$ cat config.mk
export PLATFORM = sky130hd
export DESIGN_NAME = malu_iter
export DESIGN_NICKNAME = d
export VERILOG_FILES = /design/src/rtl/malu_pkg.sv /design/src/rtl/malu_iter.sv
export SDC_FILE = /design/constraint.sdc
export NUM_CORES = 1
export LEC_CHECK = 0
export CORE_MARGIN = 2
export CORE_UTILIZATION = 51
export CTS_CLUSTER_DIAMETER = 100
export DETAILED_ROUTE_END_ITERATION = 7
export PLACE_DENSITY = 0.7
export SETUP_SLACK_MARGIN = 0.02
export SYNTH_ARGS = -nofsm -noshare
export SYNTH_HDL_FRONTEND = slang
export SYNTH_SLANG_ARGS = --single-unit
export TNS_END_PERCENT = 10
$ cat constraint.sdc
create_clock -name i_clk -period 9.8 [get_ports i_clk]
set_input_delay 1.96 -clock i_clk [delete_from_list [all_inputs] [get_ports i_clk]]
set_output_delay 1.96 -clock i_clk [all_outputs]
set_load 0.05 [all_outputs]
$ cat src/rtl/malu_pkg.sv
// Shared types for the iterative RV32M multiply/divide unit: op and state
// encodings plus a decoder that splits funct3 into datapath control flags.
package malu_pkg;

  localparam int XLEN  = 32;
  localparam int CNT_W = 6;

  // funct3 of the RV32M instruction
  typedef enum logic [2:0] {
    OP_MUL    = 3'b000,
    OP_MULH   = 3'b001,
    OP_MULHSU = 3'b010,
    OP_MULHU  = 3'b011,
    OP_DIV    = 3'b100,
    OP_DIVU   = 3'b101,
    OP_REM    = 3'b110,
    OP_REMU   = 3'b111
  } op_e;

  typedef enum logic [1:0] {
    IDLE = 2'd0,
    CALC = 2'd1,
    DONE = 2'd2
  } state_e;

  typedef struct packed {
    logic is_div;
    logic is_rem;
    logic x_signed;
    logic y_signed;
    logic high_half;
  } op_class_t;

  function automatic op_class_t classify_op(input op_e op);
    op_class_t c;
    c = '0;
    case (op)
      OP_MUL:    begin c.x_signed = 1'b1; c.y_signed = 1'b1; end
      OP_MULH:   begin c.x_signed = 1'b1; c.y_signed = 1'b1; c.high_half = 1'b1; end
      OP_MULHSU: begin c.x_signed = 1'b1; c.high_half = 1'b1; end
      OP_MULHU:  begin c.high_half = 1'b1; end
      OP_DIV:    begin c.is_div = 1'b1; c.x_signed = 1'b1; c.y_signed = 1'b1; end
      OP_DIVU:   begin c.is_div = 1'b1; end
      OP_REM:    begin c.is_div = 1'b1; c.is_rem = 1'b1; c.x_signed = 1'b1; c.y_signed = 1'b1; end
      OP_REMU:   begin c.is_div = 1'b1; c.is_rem = 1'b1; end
      default:   c = '0;
    endcase
    return c;
  endfunction

endpackage

$ cat src/rtl/malu_iter.sv
// Iterative RV32M execution unit. One shared 64-bit shift register and a
// 33-bit adder/subtractor run either shift-add multiply (LSB first) or
// restoring division (MSB first) on unsigned magnitudes, one bit per cycle.
// The sign fix-up is folded into the final iteration so the result is
// registered directly into o_res when entering DONE.
module malu_iter #(
  parameter int XLEN  = 32,
  parameter int CNT_W = 6
) (
  input  logic            i_clk,
  input  logic            i_rst,
  input  logic            i_valid,
  output logic            o_ready,
  input  logic [2:0]      i_op,
  input  logic [XLEN-1:0] i_x,
  input  logic [XLEN-1:0] i_y,
  output logic            o_valid,
  input  logic            i_ready,
  output logic [XLEN-1:0] o_res
);
  import malu_pkg::*;

  state_e              r_state;
  logic [CNT_W-1:0]    r_cnt;
  logic [2*XLEN-1:0]   r_acc;     // mul: {partial product, multiplier}; div: {remainder, dividend/quotient}
  logic [XLEN-1:0]     r_opnd;    // multiplicand or divisor magnitude
  logic                r_is_div;
  logic                r_is_rem;
  logic                r_high;
  logic                r_neg;
  logic                r_ready;
  logic                r_valid;
  logic [XLEN-1:0]     r_res;

  // Request decode and operand magnitudes
  op_class_t           w_cls;
  logic                w_sx;
  logic                w_sy;
  logic [XLEN-1:0]     w_mag_x;
  logic [XLEN-1:0]     w_mag_y;
  logic                w_y_zero;
  logic                w_ovf;
  logic                w_special;
  logic [XLEN-1:0]     w_special_res;

  assign w_cls     = classify_op(op_e'(i_op));
  assign w_sx      = w_cls.x_signed & i_x[XLEN-1];
  assign w_sy      = w_cls.y_signed & i_y[XLEN-1];
  assign w_mag_x   = w_sx ? -i_x : i_x;
  assign w_mag_y   = w_sy ? -i_y : i_y;
  assign w_y_zero  = (i_y == '0);
  assign w_ovf     = w_cls.is_div & w_cls.x_signed & (i_x == {1'b1, {(XLEN-1){1'b0}}}) & (&i_y);
  assign w_special = w_cls.is_div & (w_y_zero | w_ovf);
  // Divide-by-zero: quotient all ones, remainder is the dividend.
  // Overflow: quotient is the dividend (most negative), remainder zero.
  assign w_special_res = w_y_zero ? (w_cls.is_rem ? i_x : '1)
                                  : (w_cls.is_rem ? '0 : i_x);

  // Shared iteration datapath
  logic [XLEN:0]       w_pr;      // shifted partial remainder for division
  logic [XLEN:0]       w_opa;
  logic [XLEN+1:0]     w_addsub;  // extra MSB is the divide borrow
  logic [XLEN:0]       w_mul_hi;
  logic                w_qbit;
  logic [XLEN-1:0]     w_rem;
  logic [2*XLEN-1:0]   w_acc_next;
  logic [2*XLEN-1:0]   w_prod;
  logic [XLEN-1:0]     w_div_val;
  logic [XLEN-1:0]     w_final;

  assign w_pr      = {r_acc[2*XLEN-1:XLEN], r_acc[XLEN-1]};
  assign w_opa     = r_is_div ? w_pr : {1'b0, r_acc[2*XLEN-1:XLEN]};
  assign w_addsub  = r_is_div ? ({1'b0, w_opa} - {2'b00, r_opnd})
                              : ({1'b0, w_opa} + {2'b00, r_opnd});
  assign w_mul_hi  = r_acc[0] ? w_addsub[XLEN:0] : {1'b0, r_acc[2*XLEN-1:XLEN]};
  assign w_qbit    = ~w_addsub[XLEN+1];
  assign w_rem     = w_qbit ? w_addsub[XLEN-1:0] : w_pr[XLEN-1:0];
  assign w_acc_next = r_is_div ? {w_rem, r_acc[XLEN-2:0], w_qbit}
                               : {w_mul_hi, r_acc[XLEN-1:1]};

  // Sign correction applied to the value produced by the last iteration
  assign w_prod    = r_neg ? -w_acc_next : w_acc_next;
  assign w_div_val = r_is_rem ? w_acc_next[2*XLEN-1:XLEN] : w_acc_next[XLEN-1:0];
  assign w_final   = r_is_div ? (r_neg ? -w_div_val : w_div_val)
                              : (r_high ? w_prod[2*XLEN-1:XLEN] : w_prod[XLEN-1:0]);

  // Control FSM with registered handshake outputs and result
  always_ff @(posedge i_clk) begin
    if (i_rst) begin
      r_state  <= IDLE;
      r_cnt    <= '0;
      r_acc    <= '0;
      r_opnd   <= '0;
      r_is_div <= 1'b0;
      r_is_rem <= 1'b0;
      r_high   <= 1'b0;
      r_neg    <= 1'b0;
      r_ready  <= 1'b1;
      r_valid  <= 1'b0;
      r_res    <= '0;
    end else begin
      case (r_state)
        IDLE: begin
          if (i_valid && r_ready) begin
            r_is_div <= w_cls.is_div;
            r_is_rem <= w_cls.is_rem;
            r_high   <= w_cls.high_half;
            r_neg    <= w_cls.is_rem ? w_sx : (w_sx ^ w_sy);
            r_ready  <= 1'b0;
            r_cnt    <= '0;
            if (w_special) begin
              r_res   <= w_special_res;
              r_valid <= 1'b1;
              r_state <= DONE;
            end else begin
              r_acc   <= {{XLEN{1'b0}}, (w_cls.is_div ? w_mag_x : w_mag_y)};
              r_opnd  <= w_cls.is_div ? w_mag_y : w_mag_x;
              r_state <= CALC;
            end
          end
        end
        CALC: begin
          r_acc <= w_acc_next;
          if (r_cnt == CNT_W'(XLEN-1)) begin
            r_cnt   <= '0;
            r_res   <= w_final;
            r_valid <= 1'b1;
            r_state <= DONE;
          end else begin
            r_cnt <= r_cnt + 1'b1;
          end
        end
        DONE: begin
          if (i_ready) begin
            r_valid <= 1'b0;
            r_ready <= 1'b1;
            r_state <= IDLE;
          end
        end
        default: begin
          r_state <= IDLE;
          r_ready <= 1'b1;
          r_valid <= 1'b0;
        end
      endcase
    end
  end

  assign o_ready = r_ready;
  assign o_valid = r_valid;
  assign o_res   = r_res;

endmodule

==> metrics.md <==
| Metric | Value |
|---|---|
| # clock sinks | 142 |
| Mapped Cells | 2479 |
| Final worst-path cycle share | 0.870 |
| Mapped Nets | 2590 |
| RSZ-0062 raised after global routing | no |
| DRC viols | 0 |
| Endpoints failing setup | 0 |
| Slew @ Worst Pin | 1.43 ns |
| Worst min-delay path class | reg2reg |
| Gp weighted congestion | 1.07 |
| LEAKAGE | 6.60 nW |
| Worst setup path start | r_opnd[2] |
| DR pass1 iterations | 6 |
| Ant diodes | 0 |
| Initial Utilization | 0.517 |
| Io pins | 105 |
| Top_reg_cell synth | dfxtp_1 |
| Setup WS post-layout | 1.27 ns |
| Total Routed Length | 77700 um |
| Clock group share of total power | 0.211 |
| Port bufs | 104 |
| CTS H-Tree Depth | 4 |
| Slowest cell on crit path | nor3_1 |
| Minimum clock period | 8.53 ns |
| R2R depth | 26 |
| Synthesis-stage register bit count | 142 |
| CP Launch Type | flop |
| Ys Warns | 0 |
| Hold Violations, Final | 0 |
| Tot Pwr | 3.15 mW |
| Crit-path leading delay family | simple AND/OR/NAND/NOR gates |
| Fillers | 3140 |
| Post-synth EDFFs | 0 |
| Setup crit end | o_res[30] |
| Int Power | 1.52 mW |
| Global route overflow | 0 |
| Worst-path clk slew | 0.07 ns |
| Comb pwr share | 0.565 |
| Final Max Tran Viols | 0 |
| Worst r2r src | r_opnd[2] |
| Vias per cell | 7.04 |
| Number of global-route vias before repair | 17900 |
| Worst vdd ir | 0.156 mV |
| PD cells | 169 nW/um^2 |
| Die Y | 186 um |
| Worst Setup End Kind | flop |
| Dpl hpwl | 59900 um |
| Critical path depth in cells | 26 |
| Net Sw Power | 1.63 mW |
| Area growth syn-to-layout | 10.8% |
| Flop2flop setup slack | 1.27 ns |
| Largest net degree at the start of global routing | 91 |
| Root Buffer | clkbuf_16 |
| CTS resizes | 0 |
| CP Class | reg2reg |
| Total core area | 32500 sq um |
| TritonCTS clock tree | yes |
| Worst Path Buf+Inv | 1 |
| Fin Setup TNS | 0 ns |
| Synthesized area per cell | 6.79 sq um |
| Initial antenna violation count | 2 |
| Share of cells above drive strength 1 | 0.0698 |
| GRT Total Usage | 0.442 |
| Netlist cell types | 106 |
| Skew-Pair Late Insertion Delay | 0.47 ns |
| CTS Buf Count | 17 |
| Worst Skew | 0.0205 ns |
| Final nets | 2576 |
| Critical R2R Capture | o_res[30] |
| Hold buffers post-CTS | 0 |
| Status | finished clean |
| Switching share of power | 0.517 |
| Sequential-to-total area share from yosys stat | 0.169 |
| Postcts setup bufs | 0 |
| Max Cap Viol | 0 |
| Critical Path RT | 10.13 ns |
| Wire length per cell | 26.6 um |
| Peak Freq | 0.117 GHz |
| Clock Tree Buf Depth | 2 |
| Crit path largest cell delay | 0.63 ns |
| Post-layout util | 0.573 |
| Final hold slack | 0.444 ns |
| Vias | 20600 |
| Post-synth ARST share | 0 |
| Worst EP arrival | 8.86 ns |
| CP max FO | 15 |
| Detail Route Antenna Nets | 0 |
| Max_slew headroom | 0.0347 |
| Cell Rows | 66 |
| Die width | 186 um |
| Pre-CTS setup slack | 1.54 ns |
| Drt initial violations | 3164 |
| Register share of total power | 0.223 |
| Netlist Area Pre-Place | 16800 sq um |
| Die footprint | 34500 sq um |
| Global-route wire length before repair | 114000 um |
[cell type report]
cell class,count,area (sq um),area share
clock buffers,17,425,0.0228
clock inverters,14,143,0.00765
flip-flops and latches,142,2850,0.153
multi-input cells,2106,13100,0.704
well taps,442,553,0.0297
repair buffers,148,1360,0.0732
inverters,50,188,0.0101
[per-stage QoR]
step                      instance area [sq um]  instances
final                                     18600       2919
after global routing                      18600       2919
after CTS                                 18600       2919
after detailed placement                  18100       2888
after global placement                    18100       2888
after floorplan                           16800       2479
[power by group through the flow]
stage / logic [mW] / registers [mW] / clock network [mW]
2_1_floorplan: 1.10 / 0.726 / 0
3_3_place_gp: 1.69 / 0.710 / 0
3_5_place_dp: 1.70 / 0.713 / 0
4_1_cts: 1.70 / 0.700 / 0.665
5_1_grt: 1.87 / 0.709 / 0.686
6_report: 1.78 / 0.705 / 0.667
[cells in the mapped netlist, types with 68 or more instances]
| master | count | area [sq um] |
|---|---|---|
| dfxtp_1 | 142 | 2840 |
| clkbuf_1 | 146 | 548 |
| nor2_1 | 285 | 1070 |
| nor3_1 | 76 | 380 |
| nand2_1 | 289 | 1080 |
| a21oi_1 | 223 | 1120 |
| xor2_1 | 72 | 631 |
| a31oi_1 | 74 | 463 |
| xnor2_1 | 91 | 797 |
| o211ai_1 | 68 | 510 |
| nand3_1 | 76 | 380 |
| o21ai_0 | 182 | 911 |
[routing by layer]
| metal | wire, um | global-route usage | part of all wire | vias to the layer above |
|---|---|---|---|---|
| li1 | - | - | - | 9196 |
| met1 | 32100 | 0.614 | 0.41 | 9599 |
| met2 | 31400 | 0.627 | 0.40 | 1510 |
| met3 | 9670 | 0.112 | 0.12 | 245 |
| met4 | 4490 | 0.225 | 0.058 | 4 |
| met5 | 27 | 0 | 0.00035 | - |
[logic make-up (layout without fill, tap and decap cells)]
group                      after synthesis  after routing  share of synthesized area
DFF                                    142            142                      0.169
and+or+nand+nor                        948            948                      0.266
buffers and inverters                  231            229                     0.0544
xor gates and xnor gates               163            163                     0.0849
muxes                                   88             88                     0.0556
AOI/OAI and AO/OA                      861            861                      0.336
adders and majority gates               46             46                     0.0338
[worst min-delay path: cells and delay by family, from the launching register on]
family,cells,cell delay (ns)
simple gates,1,0.05
flops,1,0.31
compound gates,1,0.05
[how the worst min path moves through the flow]
stage / startpoint / endpoint / slack (ns) / cells after the start
2_1_floorplan: r_opnd[4] / r_opnd[4] / 0.45 / 2
3_3_place_gp: o_res[26] / o_res[26] / 0.44 / 2
3_5_place_dp: o_res[26] / o_res[26] / 0.44 / 2
4_1_cts: o_res[26] / o_res[26] / 0.45 / 2
5_1_grt: o_res[23] / o_res[23] / 0.47 / 2
6_report: o_res[26] / o_res[26] / 0.44 / 2
[sequential cells by signal (all words and copies together) (netlist names)]
name and flops:
o_res 32, r_cnt 6, r_is_rem 1, o_valid 1
r_neg 1, r_high 1, r_acc 64, o_ready 1
r_opnd 32, r_is_div 1, r_state 2
[layout by cell type, fill, tap and decap left out, types with 41 or more instances in the layout]
cell	netlist	routed
nand2_1	289	288
nor2_1	285	283
a21oi_1	223	223
o21ai_0	182	182
dfxtp_1	142	138
clkdlybuf4s50_1	0	102
xnor2_1	91	91
nor3_1	76	76
nand3_1	76	75
a31oi_1	74	74
xor2_1	72	72
o211ai_1	68	68
inv_1	49	48
mux2i_1	46	46
buf_4	1	45
mux2_2	41	41
(Power assumes the default switching activity.)
